### config.mk
export PLATFORM = sky130hd
export DESIGN_NAME = ps2_mouse_packet_decoder
export DESIGN_NICKNAME = d
export VERILOG_FILES = /design/src/rtl/ps2_mouse_packet_decoder.sv
export SDC_FILE = /design/constraint.sdc
export NUM_CORES = 1
export LEC_CHECK = 0
export CAP_MARGIN = 20
export CORE_MARGIN = 3
export CORE_UTILIZATION = 30
export DETAILED_ROUTE_END_ITERATION = 16
export DONT_BUFFER_PORTS = 1
export HOLD_SLACK_MARGIN = 0.06
export PLACE_DENSITY = 0.44
export SETUP_SLACK_MARGIN = 0.4
export SYNTH_ARGS = -nofsm -noshare
export SYNTH_HDL_FRONTEND = slang
export SYNTH_SLANG_ARGS = --single-unit
### constraint.sdc
create_clock -name CLOCK_50 -period 2.8 [get_ports CLOCK_50]
set_input_delay 0.28 -clock CLOCK_50 [delete_from_list [all_inputs] [get_ports CLOCK_50]]
set_output_delay 0.28 -clock CLOCK_50 [all_outputs]
set_load 0.01 [all_outputs]
### src/rtl/ps2_mouse_packet_decoder.sv
// PS/2 mouse packet decoder: frames the PS2_Controller byte stream into 3-byte
// mouse packets, reports buttons and signed deltas, and tracks a clamped cursor.
module ps2_mouse_packet_decoder #(
    parameter int unsigned TIMEOUT_CYCLES = 100_000,
    parameter int unsigned X_MAX          = 159,
    parameter int unsigned Y_MAX          = 119,
    parameter int unsigned X_INIT         = 80,
    parameter int unsigned Y_INIT         = 60
) (
    input  logic       CLOCK_50,
    input  logic       resetn,
    input  logic [7:0] rx_data,
    input  logic       rx_data_en,
    output logic       packet_valid,
    output logic [2:0] buttons,
    output logic [8:0] dx,
    output logic [8:0] dy,
    output logic [7:0] cursor_x,
    output logic [6:0] cursor_y,
    output logic       sync_error
);

    localparam int unsigned CNT_W = $clog2(TIMEOUT_CYCLES + 1);
    localparam logic [CNT_W-1:0] CNT_LAST = CNT_W'(TIMEOUT_CYCLES - 1);
    localparam logic [7:0] BYTE_ACK      = 8'hFA;
    localparam logic [7:0] BYTE_SELFTEST = 8'hAA;

    typedef enum logic [1:0] {
        WAIT_B0 = 2'd0,
        WAIT_B1 = 2'd1,
        WAIT_B2 = 2'd2
    } state_t;

    state_t              r_state;
    logic [7:0]          r_b0;
    logic [7:0]          r_b1;
    logic [CNT_W-1:0]    r_cnt;

    logic [8:0]          w_dx;
    logic [8:0]          w_dy;
    logic signed [10:0]  w_sum_x;
    logic signed [10:0]  w_sum_y;
    logic [7:0]          w_next_x;
    logic [6:0]          w_next_y;
    logic                w_timeout;

    // Packet decode (b2 taken straight from the bus) and clamped cursor update
    always_comb begin
        w_dx = {r_b0[4], r_b1};
        if (r_b0[6]) begin
            w_dx = r_b0[4] ? 9'h100 : 9'h0FF;
        end
        w_dy = {r_b0[5], rx_data};
        if (r_b0[7]) begin
            w_dy = r_b0[5] ? 9'h100 : 9'h0FF;
        end

        w_sum_x = $signed({3'b000, cursor_x}) + $signed({{2{w_dx[8]}}, w_dx});
        w_sum_y = $signed({4'b0000, cursor_y}) - $signed({{2{w_dy[8]}}, w_dy});

        if (w_sum_x[10]) begin
            w_next_x = 8'd0;
        end else if (w_sum_x > $signed(11'(X_MAX))) begin
            w_next_x = 8'(X_MAX);
        end else begin
            w_next_x = w_sum_x[7:0];
        end

        if (w_sum_y[10]) begin
            w_next_y = 7'd0;
        end else if (w_sum_y > $signed(11'(Y_MAX))) begin
            w_next_y = 7'(Y_MAX);
        end else begin
            w_next_y = w_sum_y[6:0];
        end

        w_timeout = (r_cnt >= CNT_LAST);
    end

    // Framing FSM, inter-byte timeout and registered outputs
    always_ff @(posedge CLOCK_50 or negedge resetn) begin
        if (!resetn) begin
            r_state      <= WAIT_B0;
            r_b0         <= 8'd0;
            r_b1         <= 8'd0;
            r_cnt        <= '0;
            packet_valid <= 1'b0;
            sync_error   <= 1'b0;
            buttons      <= 3'd0;
            dx           <= 9'd0;
            dy           <= 9'd0;
            cursor_x     <= 8'(X_INIT);
            cursor_y     <= 7'(Y_INIT);
        end else begin
            packet_valid <= 1'b0;
            sync_error   <= 1'b0;

            if (rx_data_en || (r_state == WAIT_B0)) begin
                r_cnt <= '0;
            end else begin
                r_cnt <= r_cnt + CNT_W'(1);
            end

            case (r_state)
                WAIT_B0: begin
                    if (rx_data_en && (rx_data != BYTE_ACK) && (rx_data != BYTE_SELFTEST)) begin
                        if (rx_data[3]) begin
                            r_b0    <= rx_data;
                            r_state <= WAIT_B1;
                        end else begin
                            sync_error <= 1'b1;
                        end
                    end
                end
                WAIT_B1: begin
                    if (rx_data_en) begin
                        r_b1    <= rx_data;
                        r_state <= WAIT_B2;
                    end else if (w_timeout) begin
                        r_state    <= WAIT_B0;
                        sync_error <= 1'b1;
                    end
                end
                WAIT_B2: begin
                    if (rx_data_en) begin
                        r_state      <= WAIT_B0;
                        packet_valid <= 1'b1;
                        buttons      <= r_b0[2:0];
                        dx           <= w_dx;
                        dy           <= w_dy;
                        cursor_x     <= w_next_x;
                        cursor_y     <= w_next_y;
                    end else if (w_timeout) begin
                        r_state    <= WAIT_B0;
                        sync_error <= 1'b1;
                    end
                end
                default: begin
                    r_state <= WAIT_B0;
                end
            endcase
        end
    end

endmodule

* After elaboration in Yosys (flattened, before gate mapping)
Index checks and enable logic that the tools add are counted.
** Storage, ports and cells
- Output and inout bits :: 38
- Logic and storage cells :: 54
- Bits of input ports :: 11
- Register bits after elaboration :: 73
** Cells by class
- Equal/unequal tests :: 6
- Add/subtract/negate cells :: 3
- Reductions and logical operators :: 9
- Multiplexer cells :: 22
- Order comparisons :: 3
** Operators by type and width (count)
- 9-bit two-way mux :: 4
- 17-bit by 1-bit adder with 17-bit output (second input constant) :: 1
- 17-bit >= comparator (second input constant) :: 1
- 17-bit two-way mux :: 1
- 8-bit two-way mux :: 2
- 8-bit != test (second input constant) :: 2
- 7-bit two-way mux :: 2
- 9-bit by 9-bit adder with 10-bit output :: 1
- 10-bit by 8-bit > comparator with 1-bit output (second input constant) :: 1
- 10-bit by 9-bit > comparator with 1-bit output (second input constant) :: 1
- 2-bit two-way mux :: 5
- 8-bit by 9-bit subtractor with 10-bit output :: 1
- 1-bit two-way mux :: 6
- 2-bit case mux with 3 select lines :: 1
- 2-bit AND reduction :: 3
- 3-bit AND reduction :: 1
- 2-bit by 1-bit == test with 1-bit output (second input constant) :: 1
- 2-bit == test (second input constant) :: 1
- 1-bit logical AND :: 2
- 2-bit zero test :: 1
- 2-bit by 1-bit != test with 1-bit output (second input constant) :: 1
- 2-bit != test (second input constant) :: 1
- 1-bit case mux with 2 select lines :: 1
- 2-bit OR reduction :: 1
- 1-bit logical OR :: 1

* Logic depth before layout (Yosys ltp)
- Word-level depth :: 6
- Mapped depth :: 13
- Mapped depth without buffers :: 13

* Worst setup path before layout
No wires, ideal clock.
- Kind :: register to register
- Start :: register r_b0[4]
- End :: register cursor_x[0]
- Clock period less this slack :: 2.980 ns
- Cell stages (with the launch flop) :: 14
- Path slack :: -0.180 ns
- Path buffers :: 1
- Arrival time :: 2.839 ns
- Setup time :: 0.141 ns
- Required time :: 2.659 ns
- Cell sequence :: dfrtp_1 > clkbuf_1 > nor2_1 > a21o_1 > ha_1 > inv_1 > fa_1 > nor2b_1 > o21ai_0 > a21boi_0 > nor4_1 > a311o_1 > o21bai_1 > a32oi_1
** On the way
- Cells in the longest elaborated chain, start to end :: 6
** RTL lines
- start: declaration :: line 35 : logic [7:0] r_b0;
- start signal: assignment :: line 108 : r_b0 <= rx_data;
- 9-bit two-way mux * :: line 51 : w_dx = r_b0[4] ? 9'h100 : 9'h0FF;
- 9-bit two-way mux * :: line 50 : if (r_b0[6]) begin
- via w_dx[0] :: line 39 : logic [8:0] w_dx;
- 9-bit by 9-bit adder with 10-bit output * :: line 58 : w_sum_x = $signed({3'b000, cursor_x}) + $signed({{2{w_dx[8]}}, w_dx});
- 10-bit by 9-bit > comparator with 1-bit output :: line 63 : end else if (w_sum_x > $signed(11'(X_MAX))) begin
- 8-bit two-way mux :: line 63
- 8-bit two-way mux * :: line 61 : if (w_sum_x[10]) begin
- end signal: assignment :: line 92 : cursor_x <= 8'(X_INIT);
- end signal: assignment :: line 131 : cursor_x <= w_next_x;
- end: declaration :: line 18 : output logic [7:0] cursor_x,
The timed path passes the listed nets; every way through them passes the cells marked *.
A chain may end at the register's enable or synchronous reset.

* Worst setup path in the final report
- Start :: register r_b0[5]
- End :: register cursor_y[3]
** On the way
- Cells in the longest elaborated chain, start to end :: 6
** RTL lines
- 9-bit two-way mux :: line 55 : w_dy = r_b0[5] ? 9'h100 : 9'h0FF;
- 9-bit two-way mux * :: line 54 : if (r_b0[7]) begin
- 8-bit by 9-bit subtractor with 10-bit output * :: line 59 : w_sum_y = $signed({4'b0000, cursor_y}) - $signed({{2{w_dy[8]}}, w_dy});
- 10-bit by 8-bit > comparator with 1-bit output :: line 71 : end else if (w_sum_y > $signed(11'(Y_MAX))) begin
- 7-bit two-way mux :: line 71
- 7-bit two-way mux * :: line 69 : if (w_sum_y[10]) begin
- end signal: assignment :: line 93 : cursor_y <= 7'(Y_INIT);
- end signal: assignment :: line 132 : cursor_y <= w_next_y;
- end: declaration :: line 19 : output logic [6:0] cursor_y,
Mark *: on every way between the ends. The rest lies on a longest branch, timed or not.

==> summary.txt <==
Run status
  – Status: finished, final reports clean

Timing
  – Max Freq: 0.360 GHz
  – Final Max Tran Viols: 0
  – Setup TNS: 0 ns
  – Fin crit period: 2.78 ns
  – Slew headroom: 0.554
  – Fin. Hold Viols: 0
  – Final Cycle Share: 0.991
  – RSZ-0062 raised after global routing: yes
  – Final Setup Violations: 0
  – Final WS setup: 0.0238 ns
  – Max Clock Skew: around 0.0059 ns
  – Worst-margin pin slew: 0.665 ns

Power
  – Tot Pwr: 7470 uW
  – Max VDD drop: 0.749 mV
  – Lkg Pwr: approximately 0.0023 uW
  – Power per cell area: about 1400 nW/um2

Setup path
  – WP data arrival: 3.05 ns
  – Critical R2R Launch: r_b0[5]$_DFFE_PN0P_
  – Crit path kind: flop to flop
  – Worst setup SP type: flop
  – CP max FO: 4
  – Worst r2r dst: cursor_y[3]$_DFFE_PN1P_
  – Req. time, crit path: 3.07 ns
  – R2r setup slk: 0.02 ns
  – Worst Setup SP: r_b0[5]$_DFFE_PN0P_
  – Path depth of the worst reg2reg path: 11
  – Worst Setup End Kind: flop

Synth
  – Syn nets: 450
  – Yosys cell types: 66
  – Prevailing post-synth register cell: dfrtp_1
  – Post-synthesis sequential area ratio: 0.442
  – Syn Area/Cell: 9.80 um2
  – Async SR Flop Fraction: 1.00
  – Synthesized area: 4100 um2
  – Yosys reg bits: 72
  – Ys Warns: 0
  – Mapped Cells: between 400 and 500
  – Post-synth EDFFs: 0

Floorplan
  – Initial Util: 0.308
  – Core area: 13300 um2
  – Die ar.: 15100 um2
  – # IOs: 49
  – Placement row count: 42
  – Die X: between 100 and 150 um
  – Die height: roughly 120 um

Worst hold path
  – Hold Path Origin: rx_data[1]
  – WHS Endpoint: r_b0[1]$_DFFE_PN0P_
  – Hold Path Class: primary input to flop
  – WHS Path Cells: 1

GRT
  – Largest net degree at the start of global routing: between 70 and 80
  – Vias in the first global route: 3189
  – Overall global routing resource usage: 0.147
  – Global-route wire length before repair: 17100 um
  – Initial antenna violation count: 0
  – Grt ovf: 0

Placed design
  – I/O Buffers: 0
  – Cell Area, Placed: 4490 um2
  – DP HPWL: 7490 um
  – DP Worst Slack: -0.0118 ns
  – Final GP Congestion: 0.882

Layout
  – Core Util, Final: 0.400
  – Final net count: just under 500
  – Area growth syn-to-layout: 29.7%
  – Layout cell share with drive strength beyond 1: 0.325
  – Layout fillers: 1291
  – Final Cell Area: 5310 um2
  – Antenna fix cells: 0

Clocking
  – Total CTS buffers: 9
  – Worst skew pair latency: approximately 0.34 ns
  – Depth of the CTS H-tree: 3
  – Clock sinks: a little over 70
  – Clk root buf: clkbuf_16
  – Clk slew on worst S/H paths: about 0.060 ns
  – Longest Clk Path Bufs: 2
  – CTS tree: yes

Routing
  – Via count: roughly 3200
  – Pre-antenna DRT Iters: 5
  – Final wirelength: 10500 um
  – Vias/cell: 4.98
  – Post-route ant nets: 0
  – WL per Instance: approximately 16 um
  – DRC: 0
  – Iter 0 DRT Violations: 151

Flow run
  – Max-cap viol count: 0
worst max path at each step:
stage,end,cells past startpoint
6_report,cursor_y[3]$_DFFE_PN1P_,11
3_3_place_gp,cursor_y[3]$_DFFE_PN1P_,10
2_1_floorplan,cursor_y[3]$_DFFE_PN1P_,12
5_1_grt,cursor_y[3]$_DFFE_PN1P_,11
4_1_cts,cursor_y[3]$_DFFE_PN1P_,11
3_5_place_dp,cursor_y[3]$_DFFE_PN1P_,11
state kept, by name (all words and copies together) (netlist names):
register,cells
cursor_y,7
packet_valid,1
r_b0,7
r_state,2
cursor_x,8
r_b1,8
dy,9
dx,9
buttons,3
r_cnt,17
sync_error,1
where the power goes:
part	switching, uW	total, uW	internal, uW
clock	470	1370	899
combinational	2130	4230	2100
sequential	447	1870	1420
per-layer routing:
metal	track usage	up-vias	part of all wire
met5	0	-	0
met4	0.0490	0	0.011
met3	0.0475	9	0.051
met2	0.229	64	0.48
met1	0.194	1556	0.46
li1	-	1581	-
cell families after synthesis:
logic type               share of synthesized area
multiplexers                                0.0571
AO/OA/AOI/OAI                                0.195
adder cells (fa/ha/maj)                     0.0702
flip-flops                                   0.442
buffers and inverters                       0.0376
AND/OR/NAND/NOR                              0.147
XOR/XNOR                                    0.0513
layout make-up:
type                       count  area [um2]  share of cell area
clock buffer                  10         239              0.0450
inverter                      24        93.8              0.0177
multi-input combinational    310        2450               0.462
timing repair buffer          46         382              0.0718
tap                          176         220              0.0414
clock inverter                 6         113              0.0212
sequential                    72        1810               0.341
cell usage in the layout, fill, tap and decap left out, types with 16 or more instances in the layout:
master / netlist / layout
nand2_1: 52 / 49
nor2_1: 27 / 25
buf_4: 1 / 40
mux2_2: 18 / 18
dfrtp_1: 66 / 64
o21ai_0: 27 / 21
a21oi_1: 28 / 16
inv_1: 22 / 18
per-stage QoR:
step | hold WS, ns | std cells
2_1_floorplan | -0.0156 | 418
3_3_place_gp | -0.0131 | 602
3_5_place_dp | -0.0130 | 602
4_1_cts | 0.0696 | 636
5_1_grt | 0.0693 | 644
6_report | 0.0880 | 644
cells in the mapped netlist (3+ instances only):
master / n / area share
nand2b_1: 4 / 0.0061
dfstp_2: 6 / 0.038
mux2_2: 18 / 0.049
xnor2_1: 11 / 0.024
and3_1: 4 / 0.0061
or3_1: 4 / 0.0061
nor3_1: 5 / 0.0061
o211ai_1: 4 / 0.0073
nor4_1: 3 / 0.0046
inv_1: 22 / 0.020
nand4_1: 3 / 0.0046
and2_1: 3 / 0.0046
nor2_1: 27 / 0.025
nor2b_1: 3 / 0.0046
ha_1: 19 / 0.058
nand3_1: 14 / 0.017
xor2_1: 13 / 0.028
o21a_1: 4 / 0.0073
a21oi_1: 28 / 0.034
o21ai_1: 3 / 0.0037
nand2_1: 52 / 0.048
a32oi_1: 5 / 0.011
dfrtp_1: 66 / 0.40
clkbuf_1: 7 / 0.0064
o21ai_0: 27 / 0.033
a21o_1: 13 / 0.024
repair_timing:
action                     4_1_cts  5_1_grt
pin swaps                       20       14
hold buffers                     3        0
setup endpoints to repair       15       15
hold endpoints to repair        73        0
buffers inserted                15        8
resized for setup               32       20
worst max-delay path, cell delays in order, from the launching register on:
cell and delay (ns):
dfrtp_1 0.42, and2b_2 0.29, buf_6 0.13, a21oi_4 0.14, fa_2 0.23, buf_6 0.12
a21oi_2 0.06, a2111oi_4 0.37, nor2b_2 0.10, xnor2_2 0.16, o41a_4 0.50, a22o_1 0.19
Power figures use the tool's default switching activity.
